[src/rtl/cpu_run_ctrl.sv]
// Run/step/breakpoint sequencer for the single-cycle RV32I core, with button debounce and retired-instruction counter.
// Optional run-length limit is compiled in when CPU_RUN_CTRL_RUN_LIMIT_EN is defined.
module cpu_run_ctrl #(
    parameter int unsigned DEBOUNCE_CYCLES = 500000,
    parameter logic [31:0] EBREAK_INSTR    = 32'h00100073
) (
    input  logic        clk,
    input  logic        rst,
    input  logic        sw_button,
    input  logic        mode_i,
    input  logic [31:0] pc_i,
    input  logic [31:0] instr_i,
    input  logic        bkpt_en_i,
    input  logic [31:0] bkpt_addr_i,
`ifdef CPU_RUN_CTRL_RUN_LIMIT_EN
    input  logic [31:0] run_limit_i,
`endif
    output logic        cpu_en_o,
    output logic [1:0]  state_o,
    output logic        halted_o,
    output logic [31:0] instret_o
);

    typedef enum logic [1:0] {
        ST_HALT  = 2'b00,
        ST_RUN   = 2'b01,
        ST_STEP  = 2'b10,
        ST_BREAK = 2'b11
    } state_t;

    localparam int CNT_W = $clog2(DEBOUNCE_CYCLES);
    localparam logic [CNT_W-1:0] CNT_LAST = CNT_W'(DEBOUNCE_CYCLES - 1);

    state_t           state;
    state_t           state_next;
    logic [1:0]       sync_ff;
    logic             btn_sync;
    logic [CNT_W-1:0] db_cnt;
    logic             db_level;
    logic             press;
    logic [31:0]      instret_cnt;
    logic             hit;
    logic             brk;
    logic             limit_reached;

    assign btn_sync = sync_ff[1];

    always_ff @(posedge clk) begin
        if (rst) begin
            sync_ff <= 2'b00;
        end else begin
            sync_ff <= {sync_ff[0], sw_button};
        end
    end

    // The level only flips after DEBOUNCE_CYCLES disagreeing samples in a row; only a rising flip yields a press.
    always_ff @(posedge clk) begin
        if (rst) begin
            db_cnt   <= '0;
            db_level <= 1'b0;
            press    <= 1'b0;
        end else begin
            press <= 1'b0;
            if (btn_sync != db_level) begin
                if (db_cnt == CNT_LAST) begin
                    db_cnt   <= '0;
                    db_level <= btn_sync;
                    press    <= btn_sync;
                end else begin
                    db_cnt <= db_cnt + 1'b1;
                end
            end else begin
                db_cnt <= '0;
            end
        end
    end

    assign hit = bkpt_en_i && (pc_i == bkpt_addr_i);
    assign brk = (instr_i == EBREAK_INSTR);

`ifdef CPU_RUN_CTRL_RUN_LIMIT_EN
    logic [31:0] run_cnt;

    assign limit_reached = (run_limit_i != 32'd0) && ((run_cnt + 32'd1) == run_limit_i);

    always_ff @(posedge clk) begin
        if (rst) begin
            run_cnt <= 32'd0;
        end else if ((state != ST_RUN) && (state_next == ST_RUN)) begin
            run_cnt <= 32'd0;
        end else if ((state == ST_RUN) && cpu_en_o) begin
            run_cnt <= run_cnt + 32'd1;
        end
    end
`else
    assign limit_reached = 1'b0;
`endif

    // Breakpoints stop RUN before the instruction executes; STEP ignores them so it can move past one.
    always_comb begin
        state_next = state;
        cpu_en_o   = 1'b0;
        case (state)
            ST_HALT: begin
                if (press) begin
                    state_next = mode_i ? ST_RUN : ST_STEP;
                end
            end
            ST_STEP: begin
                cpu_en_o   = 1'b1;
                state_next = ST_HALT;
            end
            ST_RUN: begin
                cpu_en_o = !hit && !brk;
                if (hit || brk) begin
                    state_next = ST_BREAK;
                end else if (limit_reached || press) begin
                    state_next = ST_HALT;
                end
            end
            default: begin
                if (press) begin
                    state_next = ST_STEP;
                end
            end
        endcase
        if (rst) begin
            cpu_en_o = 1'b0;
        end
    end

    always_ff @(posedge clk) begin
        if (rst) begin
            state <= ST_HALT;
        end else begin
            state <= state_next;
        end
    end

    always_ff @(posedge clk) begin
        if (rst) begin
            instret_cnt <= 32'd0;
        end else if (cpu_en_o && (instret_cnt != 32'hFFFF_FFFF)) begin
            instret_cnt <= instret_cnt + 32'd1;
        end
    end

    assign instret_o = instret_cnt;
    assign state_o   = state;
    assign halted_o  = (state == ST_HALT) || (state == ST_BREAK);

endmodule

[config.mk]
export PLATFORM = sky130hd
export DESIGN_NAME = cpu_run_ctrl
export DESIGN_NICKNAME = d
export VERILOG_FILES = /design/src/rtl/cpu_run_ctrl.sv
export SDC_FILE = /design/constraint.sdc
export NUM_CORES = 1
export LEC_CHECK = 0
export CAP_MARGIN = 20
export CORE_ASPECT_RATIO = 1.4
export CORE_MARGIN = 10
export CORE_UTILIZATION = 38
export DETAILED_ROUTE_END_ITERATION = 8
export PLACE_DENSITY = 0.74
export SETUP_SLACK_MARGIN = 0.2
export SYNTH_ARGS = -nofsm -noshare
export SYNTH_HDL_FRONTEND = slang
export SYNTH_SLANG_ARGS = --single-unit
[constraint.sdc]
create_clock -name clk -period 2.1 [get_ports clk]
set_input_delay 0.21 -clock clk [delete_from_list [all_inputs] [get_ports clk]]
set_output_delay 0.21 -clock clk [all_outputs]
set_load 0.03 [all_outputs]
==> impl_metrics.toml <==
[synth]
synth.distinct_cells = 44
syn_area_per_cell_um2 = 8.42
yosysSeqAreaShare_pct = 36.5
ys_ff_latch = 57
async_reset_ff_share_pct = 0
yosysWarnings = 0
yosys_most_used_dff = "dfxtp_1"
synth_cells = 371
synth_area_mm2 = 0.00313
synth_edf_count = 0
synth_nets = 478

[placed_design]
postPlaceCellArea_mm2 = 0.00488
place_congestion = 0.855
dp_slack_ns = -0.622
dp_hpwl_mm = 9.18
io_buffers = 136

[routing]
route.detailed.drc = 0
antenna_left = 0
initialDrtViolationCount = 169
vias_per_cell = 5.27
routedWlPerCell_um = 18.2
vias = 3470
drt-total-wl_mm = 12.0
firstDrtPassIters = 4

[run_status]
violations = "setup timing"
outcome = "finished with violations"

[sta]
finalCriticalPeriod_ns = 2.20
clock.fmax_mhz = 455
period_share_pct = 105
setup_viol = 30
hold_viol_final = 0
timing.final.ws_setup_ns = -0.0954
rsz0062_at_grt = "true"
maxSlewHeadroom_pct = 71.1
clock_skew_ns = 0.00826
worst_slew_pin_slew_ns = 0.434
maxSlewViolCount = 0

[global_route]
track_usage_pct = 18.6
grt_pass1_vias = 3581
overflow = 0
antenna_found_initial = 1
grt_pass1_wl_mm = 18.8
grt_max_degree = 40

[clock_network]
hold_buffers = 0
clockBufferDepth = 2
clkLatencyLatePin_ns = 0.33
root_buffer = "clkbuf_16"
cts_tree = "yes"
clkTransAtPathRegs_ns = 0.05
cts_buffers = 9
htreeDepth = 3
cts.sinks = 57

[finish]
mostFrequentLayoutCells = "60 x dlygate4sd2_1, 45 x clkdlybuf4s50_1, 39 x xor2_1, 39 x buf_4, 37 x dfxtp_1"
final_util_pct = 65.8
fin_area_mm2 = 0.00533
area_growth_pct = 70.6
layout_commonest_cell = "dlygate4sd2_1"
nNetsFinal = 658
drive_above_1_share_pct = 21.2
n_fill_cell = 735

[worst_setup_path]
crit_type = "flip-flop to flip-flop"
start_kind = "flip-flop"
cp.arrival_ns = 2.40
required_ns = 2.31
r2r_slack_ns = -0.1
path_max_fanout = 5
cp-end-kind = "flip-flop"

[power_and_ir_drop]
p_leak_uw = 0.00208
powerDensity_mw_per_mm2 = 530
ir_drop_uv = 470

[die]
dieArea_mm2 = 0.0123
core_area_mm2 = 0.00810
die_h_um = 127
initial_core_util_pct = 38.6
die_w_um = 96.7
boundaryPins = 137
num_rows = 39

[worst_hold_path]
hp-class = "flip-flop to flip-flop"

[flow_run]
cap_violations = 0
==> registers in the layout (all words and copies together), names as in the netlist <==
signal,cells
db_level,1
db_cnt,19
sync_ff,2
state_o,2
instret_o,32
press,1
==> power by group <==
group / leakage (µW) / switching (µW) / internal, µW / total (µW)
combinational: 0.00145 / 96.5 / 147 / 243
sequential: 0.000472 / 1.25 / 1080 / 1080
clock: 0.000158 / 505 / 1000 / 1510
total: 0.00208 / 603 / 2220 / 2830
==> cell usage after synthesis (2+ instances only) <==
| master | instances | area, µm² |
|---|---|---|
| and2_1 | 2 | 12.5 |
| nor4_1 | 13 | 81.3 |
| xor2_1 | 42 | 368 |
| nor2_1 | 35 | 131 |
| and3_1 | 13 | 81.3 |
| or4_1 | 5 | 37.5 |
| and4_1 | 7 | 61.3 |
| dfxtp_1 | 57 | 1140 |
| o311a_1 | 2 | 20.0 |
| buf_2 | 2 | 10.0 |
| nand4_1 | 12 | 75.1 |
| nand3_1 | 23 | 115 |
| nor4b_1 | 5 | 43.8 |
| or3_1 | 19 | 119 |
| xnor2_1 | 9 | 78.8 |
| o211ai_1 | 2 | 15.0 |
| nor2b_1 | 5 | 31.3 |
| a21oi_1 | 25 | 125 |
| o21ai_1 | 17 | 85.1 |
| inv_1 | 7 | 26.3 |
| nor3_1 | 3 | 15.0 |
| mux2i_1 | 3 | 30.0 |
| mux2_1 | 2 | 22.5 |
| buf_4 | 3 | 22.5 |
| o31ai_1 | 6 | 45.0 |
| clkbuf_1 | 5 | 18.8 |
| ha_1 | 6 | 75.1 |
| nand2_1 | 25 | 93.8 |
==> through the flow <==
step | TNS, ns | total power [µW] | instances | hold slack, ns
6_report | -1.81 | 2830 | 659 | 0.448
5_1_grt | -3.32 | 2910 | 659 | 0.456
4_1_cts | -0.833 | 2850 | 656 | 0.445
3_3_place_gp | -20.54 | 1380 | 630 | 0.424
3_5_place_dp | -19.03 | 1380 | 630 | 0.440
2_1_floorplan | -0.572 | 1160 | 371 | 0.338
==> what timing repair did <==
action | in CTS | in global routing
setup buffers | 10 | 2
gates resized for setup | 135 | 24
pin swaps | 48 | 4
endpoints found under the setup margin | 36 | 41
==> worst max-delay path, stage by stage (launching register included) <==
cell	delay, ns
dfxtp_4	0.34
and4_4	0.25
nand2_4	0.05
or3_4	0.36
or4_4	0.45
o211ai_4	0.17
nor4_2	0.10
mux2_1	0.33
==> layer usage <==
| layer | vias up | track usage, % | wire length [µm] |
|---|---|---|---|
| met1 | 1651 | 19.4 | 4420 |
| met4 | 0 | 7.66 | 230 |
| met3 | 19 | 3.51 | 486 |
| li1 | 1715 | - | - |
| met5 | - | 0 | 0 |
| met2 | 85 | 35.5 | 6840 |
==> cells by family after synthesis <==
group	after synthesis	synth area share (%)
buffers and inverters	18	2.60
AO/OA/AOI/OAI	62	12.1
AND/OR/NAND/NOR	172	30.4
flip-flops	57	36.5
XOR/XNOR	51	14.3
multiplexers	5	1.68
adder cells (fa/ha/maj)	6	2.40
==> area by class of cell <==
class / count / area [µm²] / share of cell area, %
antenna: 1 / 2.50 / 0.0469
clock buffer: 13 / 303 / 5.68
clock inverter: 3 / 17.5 / 0.329
inverter: 7 / 26.3 / 0.493
multi-input combinational: 296 / 2070 / 38.8
sequential: 57 / 1180 / 22.2
tap: 102 / 128 / 2.39
timing repair buffer: 180 / 1600 / 30.0
==> final timing paths <==
check / start / end / cells after the start
worst max-delay path: instret_o[21] / instret_o[23] / 7
worst min-delay path: db_cnt[0] / db_cnt[0] / 1
worst max register to register: instret_o[21] / instret_o[23] / 7
worst min register to register: db_cnt[0] / db_cnt[0] / 1
(Power assumes the default switching activity.)
